--- config.mk ---
export PLATFORM = sky130hd
export DESIGN_NAME = alu_issue_ctrl
export DESIGN_NICKNAME = d
export VERILOG_FILES = /design/src/rtl/alu_issue_ctrl.sv
export SDC_FILE = /design/constraint.sdc
export NUM_CORES = 1
export LEC_CHECK = 0
export BUFFER_PORTS_ARGS = -buffer_cell sky130_fd_sc_hd__clkbuf_2
export CAP_MARGIN = 0
export CORE_MARGIN = 4
export CORE_UTILIZATION = 54
export CTS_CLUSTER_DIAMETER = 30
export DETAILED_ROUTE_END_ITERATION = 10
export PLACE_DENSITY = 0.81
export SYNTH_ARGS = -nofsm -noshare
export SYNTH_HDL_FRONTEND = slang
export SYNTH_SLANG_ARGS = --single-unit
--- constraint.sdc ---
create_clock -name clk_i -period 2.36 [get_ports clk_i]
set_input_delay 0.236 -clock clk_i [delete_from_list [all_inputs] [get_ports clk_i]]
set_output_delay 0.236 -clock clk_i [all_outputs]
set_load 0.005 [all_outputs]
--- src/rtl/alu_issue_ctrl.sv ---
// Command-side issue controller for an external combinational ALU: accepts register
// commands, reads a 4-entry register file, drives the ALU, writes back and returns the result.
module alu_issue_ctrl #(
  parameter int WIDTH = 8
) (
  input  logic             clk_i,
  input  logic             rst_i,
  input  logic             cmd_valid_i,
  output logic             cmd_ready_o,
  input  logic             cmd_ld_i,
  input  logic [2:0]       cmd_op_i,
  input  logic [1:0]       cmd_rd_i,
  input  logic [1:0]       cmd_rs1_i,
  input  logic [1:0]       cmd_rs2_i,
  input  logic             cmd_use_imm_i,
  input  logic [WIDTH-1:0] cmd_imm_i,
  output logic [WIDTH-1:0] alu_a_o,
  output logic [WIDTH-1:0] alu_b_o,
  output logic [2:0]       alu_op_o,
  input  logic [WIDTH-1:0] alu_res_i,
  output logic             rsp_valid_o,
  input  logic             rsp_ready_i,
  output logic [WIDTH-1:0] rsp_data_o,
  output logic [1:0]       rsp_rd_o,
  output logic [15:0]      cmd_cnt_o
);

  typedef enum logic [1:0] {
    IDLE = 2'd0,
    EXEC = 2'd1,
    RESP = 2'd2
  } state_t;

  state_t           state_q;
  logic             cmd_ready_q;
  logic [WIDTH-1:0] alu_a_q;
  logic [WIDTH-1:0] alu_b_q;
  logic [2:0]       alu_op_q;
  logic             rsp_valid_q;
  logic [WIDTH-1:0] rsp_data_q;
  logic [1:0]       rsp_rd_q;
  logic [15:0]      cmd_cnt_q;
  logic [WIDTH-1:0] regs_q [4];

  logic cmd_fire;
  assign cmd_fire = cmd_valid_i && cmd_ready_q;

  always_ff @(posedge clk_i) begin
    if (rst_i) begin
      state_q     <= IDLE;
      cmd_ready_q <= 1'b0;
      alu_a_q     <= '0;
      alu_b_q     <= '0;
      alu_op_q    <= '0;
      rsp_valid_q <= 1'b0;
      rsp_data_q  <= '0;
      rsp_rd_q    <= '0;
      cmd_cnt_q   <= '0;
      for (int i = 0; i < 4; i++) begin
        regs_q[i] <= '0;
      end
    end else begin
      case (state_q)
        IDLE: begin
          cmd_ready_q <= 1'b1;
          if (cmd_fire) begin
            // Operands are sampled here, so rd aliasing rs1/rs2 sees the pre-write value.
            cmd_ready_q <= 1'b0;
            rsp_rd_q    <= cmd_rd_i;
            if (cmd_ld_i) begin
              regs_q[cmd_rd_i] <= cmd_imm_i;
              rsp_data_q       <= cmd_imm_i;
              rsp_valid_q      <= 1'b1;
              state_q          <= RESP;
            end else begin
              alu_op_q <= cmd_op_i;
              alu_a_q  <= regs_q[cmd_rs1_i];
              alu_b_q  <= cmd_use_imm_i ? cmd_imm_i : regs_q[cmd_rs2_i];
              state_q  <= EXEC;
            end
          end
        end
        EXEC: begin
          regs_q[rsp_rd_q] <= alu_res_i;
          rsp_data_q       <= alu_res_i;
          rsp_valid_q      <= 1'b1;
          state_q          <= RESP;
        end
        RESP: begin
          if (rsp_ready_i) begin
            rsp_valid_q <= 1'b0;
            cmd_ready_q <= 1'b1;
            cmd_cnt_q   <= cmd_cnt_q + 16'd1;
            state_q     <= IDLE;
          end
        end
        default: begin
          state_q     <= IDLE;
          cmd_ready_q <= 1'b0;
          rsp_valid_q <= 1'b0;
        end
      endcase
    end
  end

  assign cmd_ready_o = cmd_ready_q;
  assign alu_a_o     = alu_a_q;
  assign alu_b_o     = alu_b_q;
  assign alu_op_o    = alu_op_q;
  assign rsp_valid_o = rsp_valid_q;
  assign rsp_data_o  = rsp_data_q;
  assign rsp_rd_o    = rsp_rd_q;
  assign cmd_cnt_o   = cmd_cnt_q;

endmodule

# ---- Word-level counts from Yosys, hierarchy flattened
# Memories as Yosys holds them, arrays and structs flattened. A register that Yosys moved wholly into a read port is not among the register bits.
# Cells that the tools add are included.
dict set report word_totals {
  ramBits 32
  input_bits 31
  elab_cells 60
  mem_count 1
  output_inout_bits 47
  regBits 41
}
dict set report op_classes {
  bitwise 2
  n_eq_ne 5
  add_sub_neg 1
  mux 31
  reduce_logical 12
}
# name words word_bits rd rd_ports_with_merged_regs wr line
set mem_list {}
lappend mem_list {regs_q 4 8 2 1 4 43} ;# logic [WIDTH-1:0] regs_q [4];
# cell n
set op_table {}
lappend op_table {{$mux 8} 5}
lappend op_table {{$mux 1} 17}
lappend op_table {{$add 16x1->16 const B} 1}
lappend op_table {{$pmux 8 s2} 1}
lappend op_table {{$reduce_or 8->1} 2}
lappend op_table {{$mux 2} 5}
lappend op_table {{$reduce_and 3->1} 3}
lappend op_table {{$reduce_and 2->1} 4}
lappend op_table {{$ne 2x2->1 const B} 3}
lappend op_table {{$pmux 1 s3} 2}
lappend op_table {{$pmux 2 s3} 1}
lappend op_table {{$eq 2x1->1 const B} 1}
lappend op_table {{$eq 2x2->1 const B} 1}
lappend op_table {{$logic_not 2->1} 1}
lappend op_table {{$not 1->1} 2}
lappend op_table {{$reduce_bool 2->1} 1}
lappend op_table {{$logic_and 1x1->1} 1}

# ---- Logic depth before layout (Yosys ltp)
# Gate-level depths: netlist (run 1).
dict set report logic_depth {
  ltp_word 8
  ltp_mapped 6
  ltp_nobuf 4
}

# ---- Worst setup path before layout (run 1)
# No wires, ideal clock.
dict set report synth_path {
  path_type {reg-to-reg}
  start {reg state_q[0]}
  end {mem regs_q[2][0] (enable)}
  setup_time_ns 0.319
  path_stages_with_launch 7
  arrival_time_ns 1.655
  setup_slack_ns 0.386
  synth_period_minus_slack_ns 1.974
  path_cell_list {dfxtp_1 buf_2 nand2b_1 buf_2 nor2_2 a32oi_1 nand2b_1}
}
# element line
set synth_rtl {}
lappend synth_rtl {{start: declaration} 34} ;# state_t state_q;
lappend synth_rtl {{start signal: assignment} 50} ;# state_q <= IDLE;
lappend synth_rtl {{start signal: assignment} 74} ;# state_q <= RESP;
lappend synth_rtl {{start signal: assignment} 79} ;# state_q <= EXEC;
lappend synth_rtl {{end: declaration} 43}

==> flow_metrics.env, run 1 <==
export IMPL_outcome="finished clean"
export IMPL_wl_per_cell_um=17.9
export IMPL_drive_above_1_share=0.283
export IMPL_maxSlewHeadroom=0.672
export IMPL_die_area_um2=8260
export IMPL_cts_buffer_depth=2
export IMPL_drtAntennaViolNets=0
export IMPL_hp_start="cmd_op_i[2]"
export IMPL_ys_seq_elements=81
export IMPL_die_w_um=90.9
export IMPL_fin_skew_ps=8.64
export IMPL_dpl_hpwl_um=6440
export IMPL_dpl_worst_slack_ps=276
export IMPL_diodes=0
export IMPL_fin_nets=454
export IMPL_cts_sinks=81
export IMPL_cts_tree="built"
export IMPL_ys_flop_type="dfxtp_1"
export IMPL_ir_worst_vdd_v=0.000313
export IMPL_worstMarginPinSlew_ps=491
export IMPL_synth_warnings=0
export IMPL_clock_power_share=0.347
export IMPL_ctsResizeCount=0
export IMPL_grt_max_degree=49
export IMPL_coreArea_um2=6490
export IMPL_slew_viol_final=0
export IMPL_synth_nets=378
export IMPL_p_int_mw=2.11
export IMPL_numPortBuffers=77
export IMPL_critPathArrivalTime_ps=2120
export IMPL_final_period_minus_worst_setup_slack_ps=2120
export IMPL_io_pins=78
export IMPL_worstSetupPathType="reg -> reg"
export IMPL_end_kind="flop"
export IMPL_max_freq_ghz=0.472
export IMPL_grt_pass1_vias=2971
export IMPL_clk_pin_slew_worst_paths_ps=80
export IMPL_r2r_cells=4
export IMPL_setup_viol=0
export IMPL_gp_congestion=0.860
export IMPL_ys_seq_area_frac=0.523
export IMPL_gr_total_overflow=0
export IMPL_syn_to_final_growth_pct=17.4
export IMPL_critPathMaxFanout=13
export IMPL_fp_dieH_um=90.9
export IMPL_vias=3029
export IMPL_critPathLaunchType="flop"
export IMPL_regToRegStartpoint="state_q[1]"
export IMPL_first_iter_violations=204
export IMPL_finalHoldViolCount=0
export IMPL_cts_buffers=9
export IMPL_core_rowCount=29
export IMPL_cts_root_buffer="clkbuf_8"
export IMPL_start_util=0.571
export IMPL_swShare=0.248
export IMPL_antenna_found_initial=0
export IMPL_rsz0062_at_grt="no"
export IMPL_grt_total_usage=0.222
export IMPL_fin_tns_setup_ps=0
export IMPL_rr_endpoint="regs_q[1][0]"
export IMPL_max_cap_violations=0
export IMPL_synth_edf_count=32
export IMPL_syn_cell_area_um2=3710
export IMPL_async_flop_share=0
export IMPL_viasPerCell=6.01
export IMPL_drt_pass1_iterations=5
export IMPL_synthCells=346
export IMPL_clkLatencyLatePin_ps=350
export IMPL_worst_hold_path_type="in -> reg"
export IMPL_avgSynthCellArea_um2=10.7
export IMPL_worst_r2r_setup_slack_ps=240
export IMPL_p_leak_nw=1.77
export IMPL_layout_setup_ws_ps=240
export IMPL_grt_first_pass_wirelength_um=14600
export IMPL_p_seq_frac=0.552
export IMPL_synth_cell_types=39
export IMPL_min_path_cells=3
export IMPL_htree_num_levels=3
export IMPL_p_switching_mw=0.693
export IMPL_cts_setup_buffers=0
export IMPL_drc=0
export IMPL_p_comb_frac=0.102
export IMPL_hold_end="alu_op_o[2]"
export IMPL_finalCritPeriodShare=0.898
export IMPL_cts_hold_buf=0
export IMPL_postRouteWirelength_um=9010
export IMPL_powerDensity_nw_per_um2=643
export IMPL_worstPathRequired_ps=2360
logic make-up (layout without fill, tap and decap cells):
logic type      count (synthesis)  count (layout)  synth area share
xor+xnor                        8               8            0.0189
fa+ha+maj                       1               1           0.00337
compound gates                 62              62             0.108
simple gates                  128             128             0.166
mux                            34              34             0.146
buf+inv                        32             113            0.0357
flops                          81              81             0.523
per-stage QoR:
step	instances	utilization	total power [mW]	hold WS, ps	cell area, um^2
2_1_floorplan	346	-	1.74	372	3710
3_3_place_gp	488	0.641	1.85	441	4170
3_5_place_dp	488	0.641	1.86	451	4170
4_1_cts	504	0.671	2.81	91.7	4360
5_1_grt	504	0.671	2.90	95.5	4360
6_report	504	0.671	2.80	96.3	4360
Yosys cell counts, types with 2 or more instances:
cell	number	area (um^2)
or3_1	7	43.8
mux4_2	16	360
dfxtp_1	49	981
nor3_1	3	15.0
inv_1	12	45.0
clkbuf_1	12	45.0
nor4_1	3	18.8
mux2i_1	18	180
nand2b_1	4	25.0
buf_2	4	20.0
or4_1	2	15.0
nand2_1	33	124
buf_1	3	11.3
xor2_1	3	26.3
o31ai_1	2	15.0
nand4_1	5	31.3
a22oi_1	8	60.1
xnor2_1	5	43.8
nor2_1	56	210
edfxtp_1	32	961
a21oi_1	24	120
o21ai_0	8	40.0
a211oi_1	16	120
nand3_1	6	30.0
power groups by stage:
stage | clock (mW) | combinational [mW] | sequential [mW]
6_report | 0.970 | 0.284 | 1.54
5_1_grt | 1.04 | 0.312 | 1.55
4_1_cts | 0.978 | 0.286 | 1.54
3_5_place_dp | 0 | 0.284 | 1.58
3_3_place_gp | 0 | 0.278 | 1.57
2_1_floorplan | 0 | 0.177 | 1.57
flip-flops by register name, summed over array words and instances (netlist names), 2 cells and up:
signal      count
alu_op_o        3
cmd_cnt_o      16
rsp_rd_o        2
state_q         2
alu_b_o         8
regs_q         32
alu_a_o         8
rsp_data_o      8
final cells by class:
cell class,count,area [um^2]
sequential,81,1940
inverter,12,45.0
multi-input combinational,233,1640
fill,503,2140
tap,77,96.3
clock inverter,4,23.8
clock buffer,12,166
timing repair buffer,85,445
worst max-delay path, stage by stage (launching register included):
cell,delay (ps)
dfxtp_1,460
or3_1,500
o31ai_1,280
o311ai_2,160
nand2b_1,370
cell usage in the layout, fill, tap and decap left out, types with 3 or more instances in the layout:
cell,Yosys,final
a211oi_1,16,16
a21oi_1,24,24
a22oi_1,8,8
buf_4,0,8
clkbuf_2,0,77
clkbuf_8,0,10
dfxtp_1,49,49
edfxtp_1,32,32
inv_1,12,12
mux2i_1,18,18
mux4_2,16,16
nand2_1,33,33
nand2b_1,4,4
nand3_1,6,6
nand4_1,5,5
nor2_1,56,56
nor3_1,3,3
nor4_1,3,3
o21ai_0,8,8
or3_1,7,7
xnor2_1,5,5
xor2_1,3,3
how the worst max path moves through the flow:
stage               startpoint  slack (ps)      endpoint  depth (start not counted)
global placement    state_q[1]         330  regs_q[1][2]                          4
global route        state_q[1]          90  regs_q[1][0]                          4
detailed placement  state_q[1]         280  regs_q[1][2]                          4
finish              state_q[1]         240  regs_q[1][0]                          4
CTS                 state_q[1]         260  regs_q[1][0]                          4
floorplan           state_q[0]         390  regs_q[2][0]                          6
routing by layer:
layer  wire, um  vias up  GRT usage  share of wire
met5          0        -          0              0
met4        204        0     0.0930          0.023
met3        587       18     0.0408          0.065
met2       4490      132      0.378           0.50
met1       3730     1456      0.280           0.41
li1           -     1423          -              -
No activity file was read; power rests on OpenSTA's default activity.
==> inputs of run 2 (changes only) <==
--- a/config.mk
+++ b/config.mk
@@ -8,10 +8,12 @@
 export BUFFER_PORTS_ARGS = -buffer_cell sky130_fd_sc_hd__clkbuf_2
 export CAP_MARGIN = 0
 export CORE_MARGIN = 4
-export CORE_UTILIZATION = 54
+export CORE_UTILIZATION = 57
 export CTS_CLUSTER_DIAMETER = 30
 export DETAILED_ROUTE_END_ITERATION = 10
-export PLACE_DENSITY = 0.81
+export GPL_TIMING_DRIVEN = 0
+export MAX_ROUTING_LAYER = met4
+export PLACE_DENSITY = 0.85
 export SYNTH_ARGS = -nofsm -noshare
 export SYNTH_HDL_FRONTEND = slang
 export SYNTH_SLANG_ARGS = --single-unit
==> constraint.sdc (replaced) <==
create_clock -name clk_i -period 2.6 [get_ports clk_i]
set_input_delay 0.26 -clock clk_i [delete_from_list [all_inputs] [get_ports clk_i]]
set_output_delay 0.26 -clock clk_i [all_outputs]
set_load 0.005 [all_outputs]
==> flow_metrics.env, run 2 (same netlist as run 1, synthesis figures left out) <==
export IMPL_outcome="finished clean"
export IMPL_regMostFlops="regs_q"
export IMPL_grt_pass1_vias=2945
export IMPL_wl_per_cell_um=18.5
export IMPL_antenna_found_initial=0
export IMPL_regToRegStartpoint="state_q[1]"
export IMPL_critPathArrivalTime_ps=2370
export IMPL_drt_pass1_iterations=4
export IMPL_drive_above_1_share=0.260
export IMPL_cts_buffers=9
export IMPL_rr_endpoint="regs_q[1][7]"
export IMPL_powerDensity_nw_per_um2=604
export IMPL_whs_ps=125
export IMPL_critPathMaxFanout=9
export IMPL_finalHoldViolCount=0
export IMPL_vias=3041
export IMPL_cts_root_buffer="clkbuf_8"
export IMPL_worstMarginPinSlew_ps=809
export IMPL_hp_start="cmd_op_i[1]"
export IMPL_layout_commonest_cell="clkbuf_2"
export IMPL_hold_end="alu_op_o[1]"
export IMPL_fp_dieH_um=88.7
export IMPL_final_period_minus_worst_setup_slack_ps=2390
export IMPL_gr_total_overflow=0
export IMPL_postRouteWirelength_um=9460
export IMPL_finalCritPeriodShare=0.918
export IMPL_coreArea_um2=6350
export IMPL_min_path_cells=3
export IMPL_rsz0062_at_grt="no"
export IMPL_grt_first_pass_wirelength_um=14600
export IMPL_fillCellCount=492
export IMPL_final_cell_mix="72 x clkbuf_2, 56 x nor2_1, 49 x dfxtp_1, 33 x nand2_1, 32 x edfxtp_1"
export IMPL_layout_setup_ws_ps=213
export IMPL_maxSlewHeadroom=0.460
export IMPL_cts_buffer_depth=2
export IMPL_worst_hold_path_type="in -> reg"
export IMPL_largest_register_ffs=32
export IMPL_critPathLaunchType="flop"
export IMPL_end_kind="flop"
export IMPL_worstPathRequired_ps=2580
export IMPL_start_util=0.584
export IMPL_ir_worst_vdd_v=0.000456
export IMPL_die_w_um=88.7
export IMPL_dpl_worst_slack_ps=-158
export IMPL_r2r_cells=4
export IMPL_max_cap_violations=0
export IMPL_gp_congestion=0.859
export IMPL_cts_sinks=81
export IMPL_clk_pin_slew_worst_paths_ps=80
export IMPL_cts_tree="built"
export IMPL_viasPerCell=5.95
export IMPL_worst_r2r_setup_slack_ps=210
export IMPL_grt_total_usage=0.258
export IMPL_io_pins=78
export IMPL_dpl_hpwl_um=6820
export IMPL_p_leak_nw=1.76
export IMPL_die_area_um2=7870
export IMPL_setup_viol=0
export IMPL_core_rowCount=29
export IMPL_fin_nets=461
export IMPL_slew_viol_final=0
export IMPL_drc=0
export IMPL_utilization=0.691
export IMPL_clkLatencyLatePin_ps=350
export IMPL_diodes=0
export IMPL_grt_max_degree=14
export IMPL_worstSetupPathType="reg -> reg"
export IMPL_first_iter_violations=234
export IMPL_htree_num_levels=3
export IMPL_numPortBuffers=72
export IMPL_fin_skew_ps=11.2
export IMPL_syn_to_final_growth_pct=18.2
export IMPL_max_freq_ghz=0.419
export IMPL_drtAntennaViolNets=0
run 2: worst max path at each step:
stage,end,cells after the start,slack [ps],from
2_1_floorplan,regs_q[2][0],6,630,state_q[0]
3_3_place_gp,regs_q[2][5],6,-70,state_q[0]
3_5_place_dp,regs_q[2][5],6,-160,state_q[0]
4_1_cts,regs_q[2][2],6,80,state_q[0]
5_1_grt,regs_q[1][7],4,140,state_q[1]
6_report,regs_q[1][7],4,210,state_q[1]
run 2: per-layer routing:
| metal | vias up | GRT usage | share of wire |
|---|---|---|---|
| met2 | 148 | 0.418 | 0.50 |
| met5 | - | - | 0 |
| met4 | 0 | 0.120 | 0.026 |
| met3 | 30 | 0.0400 | 0.082 |
| met1 | 1429 | 0.318 | 0.39 |
| li1 | 1434 | - | - |
run 2: stage by stage:
stage	setup TNS (ps)	power [mW]	cell area (um^2)	cells
2_1_floorplan	0	1.58	3710	346
3_3_place_gp	-556	1.68	4170	495
3_5_place_dp	-1260	1.70	4170	495
4_1_cts	0	2.65	4380	511
5_1_grt	0	2.73	4390	511
6_report	0	2.65	4390	511
run 2: layout make-up:
cell class	count	area, um^2	area share
Inverter	12	45.0	0.0103
Tap cell	77	96.3	0.0220
Clock inverter	4	68.8	0.0157
Timing Repair Buffer	72	360	0.0822
Clock buffer	12	135	0.0308
Multi-Input combinational cell	233	1650	0.376
Sequential cell	81	1940	0.443
Buffer	20	87.6	0.0200
run 2: where the power goes:
part / total [mW] / switching, mW / internal, mW
clock network: 0.976 / 0.438 / 0.538
logic: 0.274 / 0.159 / 0.115
registers: 1.40 / 0.0307 / 1.37
total: 2.65 / 0.627 / 2.02
run 2: critical path: stages (launching register included):
cell and delay (ps):
dfxtp_1 340, or3_1 370, clkbuf_1 150, o311ai_2 690, nand2b_1 480
run 2: what timing repair did:
action                     in CTS  in global routing
setup buffers                   0                  0
pin swaps                       0                  0
setup endpoints to repair       8                 16
hold buffers                    0                  0
gates resized for setup         1                  2
